<file path="config.mk">
export PLATFORM = sky130hd
export DESIGN_NAME = axil_reg_slave
export DESIGN_NICKNAME = d
export VERILOG_FILES = /design/src/rtl/axil_reg_slave.sv
export SDC_FILE = /design/constraint.sdc
export NUM_CORES = 1
export LEC_CHECK = 0
export ABC_CLOCK_PERIOD_IN_PS = 3400
export BUFFER_PORTS_ARGS = -buffer_cell sky130_fd_sc_hd__buf_2
export CORE_MARGIN = 2
export CORE_UTILIZATION = 54
export CTS_CLUSTER_DIAMETER = 30
export CTS_CLUSTER_SIZE = 16
export DETAILED_ROUTE_END_ITERATION = 10
export PLACE_DENSITY = 0.81
export SLEW_MARGIN = 20
export SYNTH_ARGS = -nofsm -noshare
export SYNTH_HDL_FRONTEND = slang
export SYNTH_SLANG_ARGS = --single-unit
export TNS_END_PERCENT = 1
</file>
<file path="constraint.sdc">
create_clock -name aclk -period 3.4 [get_ports aclk]
set_clock_uncertainty 0.2 [all_clocks]
set_input_delay 0 -clock aclk [delete_from_list [all_inputs] [get_ports aclk]]
set_output_delay 0 -clock aclk [all_outputs]
set_load 0.005 [all_outputs]
</file>
<file path="src/rtl/axil_reg_slave.sv">
// rtl/axil_reg_slave.sv - AXI4-Lite slave register bank with per-register write strobes
//
// Purpose: responder end of an AXI4-Lite bus exposing NUM_RW_REGS 32-bit control
//   registers to fabric logic. Writes commit one edge after both AW and W are held;
//   reads return data one edge after the AR handshake. Any address outside the
//   mapped range answers SLVERR (reads return zero, writes have no effect).
// Optional feature macro: AXIL_REG_SLAVE_RO_EN adds NUM_RO_REGS read-only status
//   words (ro_regs_in) directly after the RW block.
// Ports:
//   aclk, aresetn             clock (rising edge), asynchronous active-low reset
//   s_axil_aw*/w*/b*          write address, write data and write response channels
//   s_axil_ar*/r*             read address and read data channels
//   regs_out                  RW register contents, reg i at [32*i +: 32]
//   wr_pulse                  one-cycle strobe per committed in-range write, bit i = reg i
//   ro_regs_in                status words, word j at [32*j +: 32] (RO_EN build only)
module axil_reg_slave #(
  parameter int          ADDR_WIDTH  = 32,
  parameter int          NUM_RW_REGS = 8,
  parameter int          NUM_RO_REGS = 4,
  parameter logic [31:0] RESET_VAL   = 32'h0
) (
  input  logic                     aclk,
  input  logic                     aresetn,
  input  logic [ADDR_WIDTH-1:0]    s_axil_awaddr,
  input  logic                     s_axil_awvalid,
  output logic                     s_axil_awready,
  input  logic [31:0]              s_axil_wdata,
  input  logic [3:0]               s_axil_wstrb,
  input  logic                     s_axil_wvalid,
  output logic                     s_axil_wready,
  output logic [1:0]               s_axil_bresp,
  output logic                     s_axil_bvalid,
  input  logic                     s_axil_bready,
  input  logic [ADDR_WIDTH-1:0]    s_axil_araddr,
  input  logic                     s_axil_arvalid,
  output logic                     s_axil_arready,
  output logic [31:0]              s_axil_rdata,
  output logic [1:0]               s_axil_rresp,
  output logic                     s_axil_rvalid,
  input  logic                     s_axil_rready,
  output logic [32*NUM_RW_REGS-1:0] regs_out,
  output logic [NUM_RW_REGS-1:0]   wr_pulse
`ifdef AXIL_REG_SLAVE_RO_EN
  ,
  input  logic [32*NUM_RO_REGS-1:0] ro_regs_in
`endif
);

  localparam int              WW     = ADDR_WIDTH - 2;
  localparam logic [WW-1:0]   RW_END = WW'(NUM_RW_REGS);
  localparam logic [1:0]      OKAY   = 2'b00;
  localparam logic [1:0]      SLVERR = 2'b10;

  logic [31:0]            r_regs [NUM_RW_REGS];
  logic                   r_aw_held, r_w_held;
  logic [WW-1:0]          r_aw_word;
  logic [31:0]            r_wdata;
  logic [3:0]             r_wstrb;
  logic                   r_awready, r_wready, r_bvalid;
  logic [1:0]             r_bresp;
  logic [NUM_RW_REGS-1:0] r_wr_pulse;
  logic                   r_arready, r_rvalid;
  logic [31:0]            r_rdata;
  logic [1:0]             r_rresp;

  logic          w_aw_hs, w_w_hs, w_b_hs, w_ar_hs, w_r_hs, w_commit, w_wr_ok;
  logic          w_aw_held_nxt, w_w_held_nxt, w_bvalid_nxt, w_rvalid_nxt;
  logic [WW-1:0] w_rd_word;
  logic [31:0]   w_rd_data;
  logic [1:0]    w_rd_resp;
  logic          w_unused;

  assign w_aw_hs  = s_axil_awvalid & r_awready;
  assign w_w_hs   = s_axil_wvalid & r_wready;
  assign w_b_hs   = r_bvalid & s_axil_bready;
  assign w_ar_hs  = s_axil_arvalid & r_arready;
  assign w_r_hs   = r_rvalid & s_axil_rready;
  // Both halves held since the previous edge: this edge performs the write.
  assign w_commit = r_aw_held & r_w_held;
  // Full word address is compared so high addresses never alias onto a register.
  assign w_wr_ok  = (r_aw_word < RW_END);

  assign w_aw_held_nxt = w_commit ? 1'b0 : (r_aw_held | w_aw_hs);
  assign w_w_held_nxt  = w_commit ? 1'b0 : (r_w_held | w_w_hs);
  assign w_bvalid_nxt  = w_commit ? 1'b1 : (w_b_hs ? 1'b0 : r_bvalid);
  assign w_rvalid_nxt  = w_ar_hs ? 1'b1 : (w_r_hs ? 1'b0 : r_rvalid);

  assign w_rd_word = s_axil_araddr[ADDR_WIDTH-1:2];

  always_comb begin
    w_rd_data = 32'h0;
    w_rd_resp = SLVERR;
    for (int i = 0; i < NUM_RW_REGS; i++) begin
      if (w_rd_word == WW'(i)) begin
        w_rd_data = r_regs[i];
        w_rd_resp = OKAY;
      end
    end
`ifdef AXIL_REG_SLAVE_RO_EN
    for (int j = 0; j < NUM_RO_REGS; j++) begin
      if (w_rd_word == WW'(NUM_RW_REGS + j)) begin
        w_rd_data = ro_regs_in[32*j +: 32];
        w_rd_resp = OKAY;
      end
    end
`endif
  end

`ifdef AXIL_REG_SLAVE_RO_EN
  assign w_unused = ^{s_axil_awaddr[1:0], s_axil_araddr[1:0]};
`else
  assign w_unused = ^{s_axil_awaddr[1:0], s_axil_araddr[1:0], (NUM_RO_REGS > 0)};
`endif

  always_ff @(posedge aclk or negedge aresetn) begin
    if (!aresetn) begin
      for (int i = 0; i < NUM_RW_REGS; i++) r_regs[i] <= RESET_VAL;
      r_aw_held  <= 1'b0;
      r_w_held   <= 1'b0;
      r_aw_word  <= '0;
      r_wdata    <= 32'h0;
      r_wstrb    <= 4'h0;
      r_awready  <= 1'b0;
      r_wready   <= 1'b0;
      r_bvalid   <= 1'b0;
      r_bresp    <= OKAY;
      r_wr_pulse <= '0;
      r_arready  <= 1'b0;
      r_rvalid   <= 1'b0;
      r_rdata    <= 32'h0;
      r_rresp    <= OKAY;
    end else begin
      r_aw_held <= w_aw_held_nxt;
      r_w_held  <= w_w_held_nxt;
      r_bvalid  <= w_bvalid_nxt;
      r_rvalid  <= w_rvalid_nxt;
      // Readies track the next-state flags so a held channel never accepts twice.
      r_awready <= ~w_aw_held_nxt & ~w_bvalid_nxt;
      r_wready  <= ~w_w_held_nxt & ~w_bvalid_nxt;
      r_arready <= ~w_rvalid_nxt;
      if (w_aw_hs) r_aw_word <= s_axil_awaddr[ADDR_WIDTH-1:2];
      if (w_w_hs) begin
        r_wdata <= s_axil_wdata;
        r_wstrb <= s_axil_wstrb;
      end
      if (w_commit) r_bresp <= w_wr_ok ? OKAY : SLVERR;
      for (int i = 0; i < NUM_RW_REGS; i++) begin
        r_wr_pulse[i] <= w_commit && (r_aw_word == WW'(i));
        if (w_commit && (r_aw_word == WW'(i))) begin
          for (int k = 0; k < 4; k++) begin
            if (r_wstrb[k]) r_regs[i][8*k +: 8] <= r_wdata[8*k +: 8];
          end
        end
      end
      // Read data is captured from pre-edge register state, so a same-edge commit
      // is not visible to this read.
      if (w_ar_hs) begin
        r_rdata <= w_rd_data;
        r_rresp <= w_rd_resp;
      end
    end
  end

  always_comb begin
    regs_out = '0;
    for (int i = 0; i < NUM_RW_REGS; i++) regs_out[32*i +: 32] = r_regs[i];
  end

  assign s_axil_awready = r_awready;
  assign s_axil_wready  = r_wready;
  assign s_axil_bvalid  = r_bvalid;
  assign s_axil_bresp   = r_bresp;
  assign s_axil_arready = r_arready;
  assign s_axil_rvalid  = r_rvalid;
  assign s_axil_rdata   = r_rdata;
  assign s_axil_rresp   = r_rresp;
  assign wr_pulse       = r_wr_pulse;

endmodule
</file>
==> metrics.yaml <==
setup_path:
  cpPeakStageDelay_ns: 0.69
  crit_family: "buffers and inverters"
  setup.worst_path.start_class: "input pin"
  crit_slowest_cell: "dlygate4sd3_1"
  worstPathRequired_ns: 3.66
  criticalPathCategory: "input pin to register"
  worstPathCellList: "dlygate4sd3_1 -> buf_2 -> nor3_1 -> dlygate4sd3_1 -> nand4_1 -> o31a_1 -> o2111ai_1 -> dlygate4sd3_1 -> o21ai_1 -> dlygate4sd3_1"
  path_depth: 10
  arrival_ns: 3.61
  cp-end-kind: "register"
  endpoint: "s_axil_rdata[30]"
  r2r_slack_ns: 0.24
  r2r_end: "regs_out[52]"
  ff2ff_path_depth: 6
  crit_fanout: 4
  cp_common_cell: "dlygate4sd3_1"
  crit_start: "s_axil_araddr[19]"
  crit_buf_inv: 5
  reg2reg_from: "r_aw_word[28]"
floorplan:
  fp.dieArea_sq_um: 31700
  die_x_um: 178
  std_cell_rows: 63
  start_util_pct: 55.1
  core_area_sq_um: 29700
  ios: 412
  die_h_um: 178
sta:
  period_minus_slack_ns: 3.35
  hold_viol_final: 0
  fmax_mhz: 298
  setup_viol: 0
  finalCritPeriodShare_pct: 98.6
  finalSetupTns_ns: 0
  drv_slew: 0
  fin_hold_ws_ns: 0.00379
  tightest_slew_ns: 1.22
  rsz0062_at_grt: "no"
  slew_headroom_pct: 18.1
yosys:
  async_reset_ff_share_pct: 100
  yosysUniqueCellTypes: 64
  syn_area_per_cell_sq_um: 13.0
  synth_seq_area_share_pct: 56.7
  synthFlopType: "dfrtp_1"
  netlist_area_sq_um: 16400
  ys_seq_elements: 371
  netlist_instances: 1256
  synth_edf_count: 0
  yosys_warnings: 0
finish:
  synthToLayoutAreaGrowth_pct: 43.0
  layout.nets: 1989
  fin_util_pct: 78.8
  drive_gt1_share_pct: 47.7
  num-fill-cells: 1716
  fin_cells: 2333
hold_path:
  hold_path_class: "input pin to register"
  min_from: "s_axil_wdata[29]"
  holdPathStages: 3
drt:
  wl_per_cell_um: 26.8
  initialDrtViolationCount: 1262
  drtAntennaViolNets: 0
  avgViaCountPerCell: 6.25
  wl_um: 62400
  vias: 14600
  drc: 0
  drt-pass1-iter-count: 6
clock_network:
  clkSlewWorstSetupHoldPaths_ns: 0.05
  cts.sinks: 371
  clockRootBuffer: "clkbuf_16"
  cts_made_buffers: 76
  insertion_delay_ns: 0.58
  clk_path_buf_depth: 3
  cts_htree_levels: 3
  cts_tree: "built"
power:
  peakVddDrop_mv: 0.746
  p_leak_uw: 0.0120
  powerDensity_nw_per_um2: 645
global_route:
  grt_max_degree: 94
  grt_usage_pct: 39.5
  antenna_found_initial: 2
  grt_pass1_wl_um: 92100
  grt.overflow.total: 0
  grt_pass1_vias: 15200
placed_design:
  hpwl_um: 38800
  place.gp.congestion: 0.909
  placedCellCount: 2044
  port_buffers: 405
run:
  max-cap-violations: 0
outcome:
  status: "complete, no violations"
==> metrics by stage <==
step	power [uW]	instance area (sq um)	setup slack [ns]
3_5_place_dp	6740	19200	0.394
6_report	15100	23400	0.0476
3_3_place_gp	6650	19200	0.497
4_1_cts	14900	23400	0.0273
2_1_floorplan	6080	16400	1.01
5_1_grt	15500	23400	0.0320
==> layout by cell type (no fill, tap or decap), types with 6 or more instances in the layout <==
| cell type | n |
|---|---|
| a221oi_1 | 11 |
| nand3_1 | 15 |
| nor4_1 | 8 |
| o21ai_0 | 33 |
| a21o_1 | 6 |
| clkbuf_16 | 78 |
| dlygate4sd3_1 | 150 |
| o221ai_1 | 12 |
| mux2_2 | 282 |
| buf_12 | 6 |
| nor2_1 | 41 |
| o31a_1 | 7 |
| o22ai_1 | 15 |
| inv_1 | 11 |
| bufinv_16 | 11 |
| o21ai_1 | 15 |
| nand2_1 | 76 |
| nor3_1 | 10 |
| o211ai_1 | 12 |
| buf_2 | 404 |
| mux2i_1 | 9 |
| and3_1 | 12 |
| nor4_2 | 7 |
| clkinv_2 | 14 |
| a22oi_1 | 13 |
| clkbuf_1 | 7 |
| nand4_1 | 10 |
| nor2_2 | 15 |
| nand2_2 | 7 |
| buf_4 | 47 |
| a21oi_1 | 38 |
| clkbuf_8 | 13 |
| o2111a_1 | 7 |
| mux2_1 | 48 |
| dfrtp_1 | 371 |
| a31o_1 | 7 |
| or3_1 | 8 |
==> power by group <==
part	switching (uW)	internal [uW]
clock	2530	5330
sequential	771	4880
combinational	655	935
total	3950	11100
==> synthesized netlist by cell type, types with 13 or more instances <==
cell / instances / area share [%]
nand3_1: 16 / 0.49
mux2_2: 282 / 19
a21oi_1: 38 / 1.2
a22oi_1: 13 / 0.60
mux2_1: 48 / 3.3
o21ai_0: 33 / 1.0
o22ai_1: 15 / 0.57
dfrtp_1: 371 / 57
clkbuf_1: 40 / 0.92
o21ai_1: 15 / 0.46
nand2_1: 78 / 1.8
nor2_1: 41 / 0.94
nor2_2: 15 / 0.57
==> per-layer routing <==
metal	share of wire, %	GRT usage, %	wire length [um]
met1	36	46.3	22300
met2	48	64.8	29700
met3	10	11.8	6460
met4	6.5	22.5	4040
met5	0	0	0
==> registers in the layout, summed over array words and instances (netlist names) <==
name            count
regs_out          256
r_wdata            32
s_axil_rdata       32
r_aw_word          30
wr_pulse            8
r_wstrb             4
r_aw_held           1
r_w_held            1
s_axil_arready      1
s_axil_awready      1
s_axil_bresp        1
s_axil_bvalid       1
s_axil_rresp        1
s_axil_rvalid       1
s_axil_wready       1
==> tightest hold or removal path: cells and delay by family <==
kind | cells | cell delay, ns
buffers and inverters | 2 | 0.61
muxes | 1 | 0.13
==> cell type report <==
type	instances	area [sq um]	share of cell area [%]
well taps	390	488	2.08
flip-flops and latches	371	9280	39.7
clock buffers	98	2160	9.22
repair buffers	608	4010	17.1
clock inverters	39	581	2.48
multi-input cells	814	6840	29.2
inverters	11	41.3	0.176
diodes	2	5.00	0.0214
==> kinds of logic (layout without fill, tap and decap cells) <==
family / count (synthesis) / count (layout) / synth area share, %
AOI/OAI and AO/OA: 218 / 218 / 9.27
buffers and inverters: 72 / 756 / 1.82
DFF: 371 / 371 / 56.7
muxes: 340 / 340 / 23.4
other: 1 / 4 / 0.0229
and+or+nand+nor: 254 / 254 / 8.77
==> what timing repair did <==
action                                  in CTS  in global routing
endpoints found under the setup margin       0                  1
resized for setup                            0                  1
hold endpoints to repair                   451                  1
setup buffers                                0                  0
hold buffers                               150                  1
==> worst min-delay path by stage <==
stage	end	slack, ns
after global placement	s_axil_arready	-0.12
after floorplan	r_aw_held	-0.50
final	r_wdata[29]	0.004
after detailed placement	r_wdata[5]	-0.11
after global routing	r_wdata[22]	0.01
after CTS	s_axil_rdata[3]	0.001
Power figures use the tool's default switching activity.
